==> src/rtl/capture_stream_arbiter.sv <==
// capture_stream_arbiter: packet-granular round-robin 2:1 AXI4-Stream merge with a 2-entry output skid buffer.
// Optional per-input packet counters are compiled in with `define CAPTURE_ARB_STATS_EN.
module capture_stream_arbiter #(
    parameter int C_M_AXIS_DATA_WIDTH  = 256,
    parameter int C_S_AXIS_DATA_WIDTH  = 256,
    parameter int C_M_AXIS_TUSER_WIDTH = 128,
    parameter int C_S_AXIS_TUSER_WIDTH = 128
) (
    input  logic                              axi_aclk,
    input  logic                              reset,
    input  logic [C_S_AXIS_DATA_WIDTH-1:0]    s_axis_tdata_0,
    input  logic [C_S_AXIS_DATA_WIDTH/8-1:0]  s_axis_tstrb_0,
    input  logic [C_S_AXIS_TUSER_WIDTH-1:0]   s_axis_tuser_0,
    input  logic                              s_axis_tlast_0,
    input  logic                              s_axis_tvalid_0,
    output logic                              s_axis_tready_0,
    input  logic [C_S_AXIS_DATA_WIDTH-1:0]    s_axis_tdata_1,
    input  logic [C_S_AXIS_DATA_WIDTH/8-1:0]  s_axis_tstrb_1,
    input  logic [C_S_AXIS_TUSER_WIDTH-1:0]   s_axis_tuser_1,
    input  logic                              s_axis_tlast_1,
    input  logic                              s_axis_tvalid_1,
    output logic                              s_axis_tready_1,
    output logic [C_M_AXIS_DATA_WIDTH-1:0]    m_axis_tdata,
    output logic [C_M_AXIS_DATA_WIDTH/8-1:0]  m_axis_tstrb,
    output logic [C_M_AXIS_TUSER_WIDTH-1:0]   m_axis_tuser,
    output logic                              m_axis_tlast,
    output logic                              m_axis_tvalid,
    input  logic                              m_axis_tready
`ifdef CAPTURE_ARB_STATS_EN
    ,
    output logic [31:0]                       pkt_cnt_0,
    output logic [31:0]                       pkt_cnt_1
`endif
);
    localparam int E = C_M_AXIS_DATA_WIDTH + C_M_AXIS_DATA_WIDTH/8 + C_M_AXIS_TUSER_WIDTH + 1;

    if (C_S_AXIS_DATA_WIDTH != C_M_AXIS_DATA_WIDTH || C_S_AXIS_TUSER_WIDTH != C_M_AXIS_TUSER_WIDTH) begin : g_width_check
        $error("capture_stream_arbiter: input and output stream widths must match");
    end

    typedef enum logic {IDLE, PKT} state_t;

    state_t         state;
    logic           g;
    logic           last_grant;
    logic           sel;
    logic [1:0]     buf_count;
    logic           rd_ptr;
    logic           wr_ptr;
    logic [E-1:0]   mem [2];
    logic [E-1:0]   in_beat;
    logic           in_valid;
    logic           in_ready;
    logic           in_last;
    logic           push;
    logic           pop;

    // Round-robin pick for the next packet, and muxing of the granted input into the buffer
    always_comb begin
        sel      = (s_axis_tvalid_0 & s_axis_tvalid_1) ? ~last_grant : s_axis_tvalid_1;
        in_valid = g ? s_axis_tvalid_1 : s_axis_tvalid_0;
        in_beat  = g ? {s_axis_tlast_1, s_axis_tuser_1, s_axis_tstrb_1, s_axis_tdata_1}
                     : {s_axis_tlast_0, s_axis_tuser_0, s_axis_tstrb_0, s_axis_tdata_0};
        in_last  = in_beat[E-1];
        in_ready = (state == PKT) && (buf_count != 2'd2);
        push     = in_valid & in_ready;
        pop      = m_axis_tvalid & m_axis_tready;
    end

    assign s_axis_tready_0 = in_ready & ~g;
    assign s_axis_tready_1 = in_ready & g;
    assign m_axis_tvalid   = (buf_count != 2'd0);
    assign {m_axis_tlast, m_axis_tuser, m_axis_tstrb, m_axis_tdata} = mem[rd_ptr];

    // Grant FSM: one bubble cycle in IDLE per packet, grant locked until the tlast beat is accepted
    always_ff @(posedge axi_aclk) begin
        if (reset) begin
            state      <= IDLE;
            g          <= 1'b0;
            last_grant <= 1'b1;
        end else if (state == IDLE) begin
            if (s_axis_tvalid_0 | s_axis_tvalid_1) begin
                g     <= sel;
                state <= PKT;
            end
        end else if (push & in_last) begin
            last_grant <= g;
            state      <= IDLE;
        end
    end

    // Skid buffer occupancy and pointers; reset discards any buffered beats
    always_ff @(posedge axi_aclk) begin
        if (reset) begin
            buf_count <= 2'd0;
            rd_ptr    <= 1'b0;
            wr_ptr    <= 1'b0;
        end else begin
            buf_count <= buf_count + {1'b0, push} - {1'b0, pop};
            rd_ptr    <= rd_ptr ^ pop;
            wr_ptr    <= wr_ptr ^ push;
        end
    end

    // Skid buffer storage; contents are only observed while counted as valid
    always_ff @(posedge axi_aclk) begin
        if (push)
            mem[wr_ptr] <= in_beat;
    end

`ifdef CAPTURE_ARB_STATS_EN
    // Per-input packet counters, bumped on each accepted tlast beat, wrapping at 2^32
    always_ff @(posedge axi_aclk) begin
        if (reset) begin
            pkt_cnt_0 <= 32'd0;
            pkt_cnt_1 <= 32'd0;
        end else if (push & in_last) begin
            pkt_cnt_0 <= pkt_cnt_0 + {31'd0, ~g};
            pkt_cnt_1 <= pkt_cnt_1 + {31'd0, g};
        end
    end
`endif
endmodule

==> config.mk <==
export PLATFORM = sky130hd
export DESIGN_NAME = capture_stream_arbiter
export DESIGN_NICKNAME = d
export VERILOG_FILES = /design/src/rtl/capture_stream_arbiter.sv
export SDC_FILE = /design/constraint.sdc
export NUM_CORES = 1
export LEC_CHECK = 0
export CORE_AREA = 3 3 495 497
export DETAILED_ROUTE_END_ITERATION = 8
export DIE_AREA = 0 0 498 500
export HOLD_SLACK_MARGIN = 0.05
export PLACE_DENSITY = 0.43
export SKIP_LAST_GASP = 1
export SYNTH_ARGS = -nofsm -noshare
export SYNTH_HDL_FRONTEND = slang
export SYNTH_SLANG_ARGS = --single-unit
==> constraint.sdc <==
create_clock -name axi_aclk -period 18.4 [get_ports axi_aclk]
set_clock_uncertainty 0.2 [all_clocks]
set_input_delay 3.68 -clock axi_aclk [delete_from_list [all_inputs] [get_ports axi_aclk]]
set_output_delay 3.68 -clock axi_aclk [all_outputs]
set_load 0.005 [all_outputs]
==> results <==
- The flow ran to the end, and the final reports show no timing, DRC or antenna violations.
- For this run, asynchronously set or reset flops after synthesis account for 0.
- After detailed routing, the average wire length per cell comes to 25.61 um.
- The cell repeated most along the worst path is sky130_fd_sc_hd__buf_4.
- The detail route stage leaves a number of antenna-violating nets equal to 0.
- The floorplan step defined a die boundary enclosing approximately 250000 um^2.
- The highest clock frequency the design can meet is 119.8 MHz.
- The post-CTS setup repair buffer count is 0.
- In this run, placement finished with an instance count of roughly 6000.
- The leakage power is roughly 17 nW.
- After synthesis, the cell types taking the most area are sky130_fd_sc_hd__edfxtp_1 (71%), sky130_fd_sc_hd__mux2_2 (27%), sky130_fd_sc_hd__buf_2 (1.2%), sky130_fd_sc_hd__dfxtp_1 (0.40%), sky130_fd_sc_hd__clkbuf_1 (0.096%).
- The routed wire length is 163700 um.
- The initial utilization of the core area, before any placement, comes to 0.1466.
- The top cell type's share of synthesized area is 0.7097.
- During synthesis, Yosys emitted a total of 0 warnings.
- The first global-routing pass estimated around 210000 um of wire.
- Broken down by cell family, the worst path's largest delay share belongs to buffers and inverters.
- Counting both buffers and inverters, the worst setup path holds a total of 4.
- The number of global-route vias before repair is approximately 23000.
- For this design, the slowest cell found on the critical path is sky130_fd_sc_hd__buf_4.
- The vias per cell is approximately 3.5.
- The unique cell type count in the Yosys netlist is 29.
- The worst setup path is launched from a flip-flop.
- For the worst setup path, the data required time is ~15000 ps.
- The instance count of the mapped netlist is 1802.
- For this run, the leading register cell type out of synthesis is sky130_fd_sc_hd__edfxtp_1.
- The maximum resistive drop on vdd is 0.06524 mV.
- The final-report setup violation count is 0.
- Setup repair after global routing left no endpoint under its margin.
- After synthesis the cells add up to between 30000 and 40000 um^2.
- The first TritonRoute pass finished after 4 iterations.
- The number of sinks driven by the clock tree is between 800 and 900.
- Averaged over all synthesized cells, the footprint is 19.58 um^2.
- STA classifies the critical path endpoint as an output port.
- The aggregate global routing overflow is 0.
- The finished layout holds around 6400 standard cells, fillers aside.
- The share of the Yosys chip area taken by registers is 0.7137.
- Summing over every cut layer, the via total after detailed routing is approximately 22000.
- Routability-driven placement finished with a final weighted congestion of a little over 0.8.
- The critical path is of the reg2out type.
- Buffers placed on the I/O ports in this run total ~1300.
- The maximum number of pins on one net before global-route repair is ~130.
- Walking the worst path, the cells encountered are buf_4, buf_12, buf_4, mux2_2, clkdlybuf4s50_1.
- The classification of the worst-slack hold path is reg2reg.
- The tool flagged a number of max-cap violations equal to 0.
- Dividing the final minimum period by the clock period gives 0.4537.
- The H-tree was split into 3 levels.
- The number of gates resized after CTS was 0.
- The number of max-slew violations in the final report was 0.
- The worst slack at placement is ~9800 ps.
- The floorplan core area is between 200000 and 250000 um^2.
- The die extent in y is approximately 500 um.
- The commonest cells after synthesis are sky130_fd_sc_hd__edfxtp_1 (834), sky130_fd_sc_hd__mux2_2 (834), sky130_fd_sc_hd__buf_2 (83), sky130_fd_sc_hd__clkbuf_1 (9), sky130_fd_sc_hd__dfxtp_1 (7).
- After routing, the total negative slack on setup checks comes to 0 ps.
- The TritonCTS buffer count is 103.
- After floorplanning, the core was divided into 180 placement rows.
- The worst pin sits at a relative slew slack of 0.1267.
- The clock root buffer is sky130_fd_sc_hd__clkbuf_16.
- Hold repair after CTS inserted 0 buffers.
- The share of post-route cells with drive strength above 1 is 0.3190.
- Synthesis inferred about 840 register bits.
- The post-detailed-route DRC marker count is 0.
- The initial antenna violation count is around 120.
- The synthesized netlist net count is 2643.
- For the worst setup path, the data arrival time is 4470 ps.
- The final number of hold-violating endpoints is 0.
- The CTS tree is built.
- The number of placed I/O pins is around 1300.
- At the end of the flow, the number of nets in the layout was between 3000 and 4000.
- The HPWL after detailed placement is 129100 um.
- The detailed router's first-iteration violation count is roughly 1200.
- The cell type with the largest total area after synthesis is sky130_fd_sc_hd__edfxtp_1.
- The clock latency of the later-clocked register in the worst-skew pair is roughly 700 ps.
- In this run the power density over the cells is 107.5 nW/um^2.
- The horizontal die dimension is ~500 um.
- In the global route stage, overall resource usage came out at 0.1268.
- The clock transition at the registers of the reported paths is 60 ps.
- The count of flip-flops with a built-in enable after synthesis is approximately 830.
- Setup slack on the critical path of the routed design comes to between 10000 and 15000 ps.
- The minimum clock period after layout is approximately 8300 ps.
- Compared with the post-synthesis result, the final layout area differs by 55.75%.
- At the pin with the least slew margin, the transition time is roughly 1300 ps.
- The highest cell delay on the worst timing path is ~750 ps.
- In this run the worst path has a maximum fanout of 127.
- The maximum clock insertion buffer count is 3.
-- cell type report --
cell class	instances	area, um^2
Antenna cell	20	50.05
Clock buffer	126	2664
Clock inverter	66	616.8
Fill cell	25264	185800
Inverter	3	11.26
Multi-Input combinational cell	864	9635
Sequential cell	841	25190
Tap cell	3185	3985
Timing Repair Buffer	1285	12810
-- worst reg2reg max path: stages, from the launching register on --
cell and delay (ps):
sky130_fd_sc_hd__dfxtp_4 780, sky130_fd_sc_hd__mux2_4 320, sky130_fd_sc_hd__and3_4 250, sky130_fd_sc_hd__ha_4 700
sky130_fd_sc_hd__buf_4 660, sky130_fd_sc_hd__buf_4 810, sky130_fd_sc_hd__buf_4 920
-- sequential cells by signal, summed over array words and instances (netlist names) --
name,flops
rd_ptr,1
last_grant,1
g,1
buf_count,2
state,1
mem,834
wr_ptr,1
-- where the power goes --
part | internal, mW | leakage [nW] | switching (mW)
sequential | 2.28 | 7.67 | 0.0437
combinational | 0.922 | 8.20 | 0.693
clock | 1.13 | 1.60 | 0.839
-- per-stage QoR --
stage                       util  power [mW]  area (um^2)  hold slack, ps
after global routing      0.2281       6.198        54920           437.7
after global placement    0.2145       4.014        51630           367.1
final                     0.2283       5.907        54960           385.1
after detailed placement  0.2145       4.012        51630           369.0
after floorplan                -       3.051        35290           300.0
after CTS                 0.2281       6.061        54910           396.8
-- layout by cell type, fill, tap and decap left out, types with 7 or more instances in the layout --
master                            synthesis  final
sky130_fd_sc_hd__clkdlybuf4s50_1          0   1258
sky130_fd_sc_hd__mux2_2                 834    834
sky130_fd_sc_hd__edfxtp_1               834    834
sky130_fd_sc_hd__clkbuf_16                0    103
sky130_fd_sc_hd__buf_4                    0     26
sky130_fd_sc_hd__clkbuf_1                 9     23
sky130_fd_sc_hd__clkinv_1                 0     22
sky130_fd_sc_hd__clkinv_2                 0     21
sky130_fd_sc_hd__diode_2                  0     20
sky130_fd_sc_hd__bufinv_16                0      7
-- worst paths after layout --
path | from | endpoint | slack, ps | cells past startpoint
worst max register to register | g | mem[0][408] | 13310 | 6
worst min-delay path | last_grant | g | 390 | 3
worst max-delay path | rd_ptr | m_axis_tuser[65] | 10050 | 5
worst min register to register | last_grant | g | 390 | 3
-- per-layer routing --
layer / track usage / up-vias / wire length, um
met5: 0 / - / 564
met4: 0.03241 / 86 / 4011
met3: 0.06352 / 311 / 17750
met2: 0.2045 / 1092 / 75010
met1: 0.1492 / 10824 / 66320
li1: - / 9765 / -
-- cell families (layout without fill, tap and decap cells) --
kind of cell / count (synthesis) / in the layout / share of synthesized area
DFF: 841 / 841 / 0.7137
muxes: 837 / 837 / 0.2672
buffers and inverters: 97 / 1480 / 0.01369
and+or+nand+nor: 17 / 17 / 0.002660
AOI/OAI and AO/OA: 6 / 6 / 0.001595
adders and majority gates: 2 / 2 / 0.0007090
xor gates and xnor gates: 2 / 2 / 0.0004965
other: 0 / 20 / 0
Note: power is estimated with default switching activity, not from simulation.
==> RTL edit: new RTL, same flow settings <==
The option `CAPTURE_ARB_STATS_EN` is turned on by a define.
--- a/src/rtl/capture_stream_arbiter.sv
+++ b/src/rtl/capture_stream_arbiter.sv
@@ -1,4 +1,6 @@
 // capture_stream_arbiter: packet-granular round-robin 2:1 AXI4-Stream merge with a 2-entry output skid buffer.
 // Optional per-input packet counters are compiled in with `define CAPTURE_ARB_STATS_EN.
+`define CAPTURE_ARB_STATS_EN
+
 module capture_stream_arbiter #(
     parameter int C_M_AXIS_DATA_WIDTH  = 256,
Function (old outputs only; new: pkt_cnt_0 and pkt_cnt_1): no difference found for any inputs over 4 cycles, from zero or initial values and one cycle with reset high; that may be too few to reach the edited logic, so the function may still have changed.
==> RTL edit against the unedited design <==
Area after synthesis increased by 8.3%. Wire length increased by 16%. Worst setup slack got worse by 0.51 ns. Sequential cell count increased by 64. Final area increased by 7.3%. Total power increased by 8.0%. Global-route usage increased by 1.9 points. Critical path type unchanged. Highest routed layer unchanged.
==> RTL edit: results <==
metrics = {
    "status": {
        "status": "complete, no violations",
    },
    "pwr": {
        "leakage_nw": 18.7,
        "power_frac_comb": 0.274,
        "p_int_mw": 4.66,
        "peakVddDrop_uv": 83.0,
    },
    "clocking": {
        "cts_made_buffers": 107,
        "clk_latency_ns": 0.74,
    },
    "sta": {
        "relSlewSlack": 0.264,
    },
    "drt": {
        "drt_wl_total_mm": 190,
        "drtIter0Drc": 1601,
        "drt_pass1_iterations": 5,
        "vias": 25400,
    },
    "placed_design": {
        "place_worst_setup_slack_ns": 9.89,
        "hpwl_mm": 152,
        "dp.cells": 6608,
        "globalplace.congestion": 0.851,
    },
    "finish": {
        "drive_gt1_frac": 0.284,
        "layout.cells.non_filler": 6857,
        "fill_cells": 25000,
        "register_area_sq_mm": 0.0265,
        "reg_top3": "mem x834, pkt_cnt_0 x32, pkt_cnt_1 x32",
    },
    "synthesis": {
        "yosysUniqueCellTypes": 35,
        "synth_fa_ha_area_frac": 0.00229,
        "syn-mean-instance-area_sq_um": 17.5,
        "muxShareOfSynthArea": 0.247,
        "synth-seq-area-share": 0.692,
        "yosys-top-cells-count": "mux2_2, edfxtp_1, clkbuf_1, dfxtp_1, nor2_1",
    },
    "global_route": {
        "track_usage": 0.146,
        "grt_max_degree": 133,
    },
    "critical_path": {
        "crit_arrival_ns": 4.97,
        "cp_max_fo": 62,
        "max_stage_delay_ns": 0.85,
    },
}
-- RTL edit: path summary, 6_finish.rpt --
kind                                  from          endpoint  slack (ns)  cells past startpoint
worst max register to register           g       mem[1][328]       13.53                      6
worst max-delay path                rd_ptr  m_axis_tuser[25]        9.55                      5
worst min register to register  last_grant        last_grant        0.28                      2
worst min-delay path            last_grant        last_grant        0.28                      2
-- RTL edit: area by class of cell --
class | count | share of cell area
diodes | 50 | 0.00212
clock buffers | 133 | 0.0483
clock inverters | 66 | 0.0122
inverters | 12 | 0.000764
multi-input cells | 1156 | 0.192
flip-flops and latches | 905 | 0.449
well taps | 3185 | 0.0676
repair buffers | 1350 | 0.228
-- RTL edit: per-layer routing --
metal | vias to the layer above | track usage | routed length (um)
met2 | 1193 | 0.239 | 88700
met1 | 12600 | 0.172 | 75700
met4 | 76 | 0.0356 | 4490
met5 | - | 0 | 506
met3 | 310 | 0.0672 | 20200
li1 | 11300 | - | -
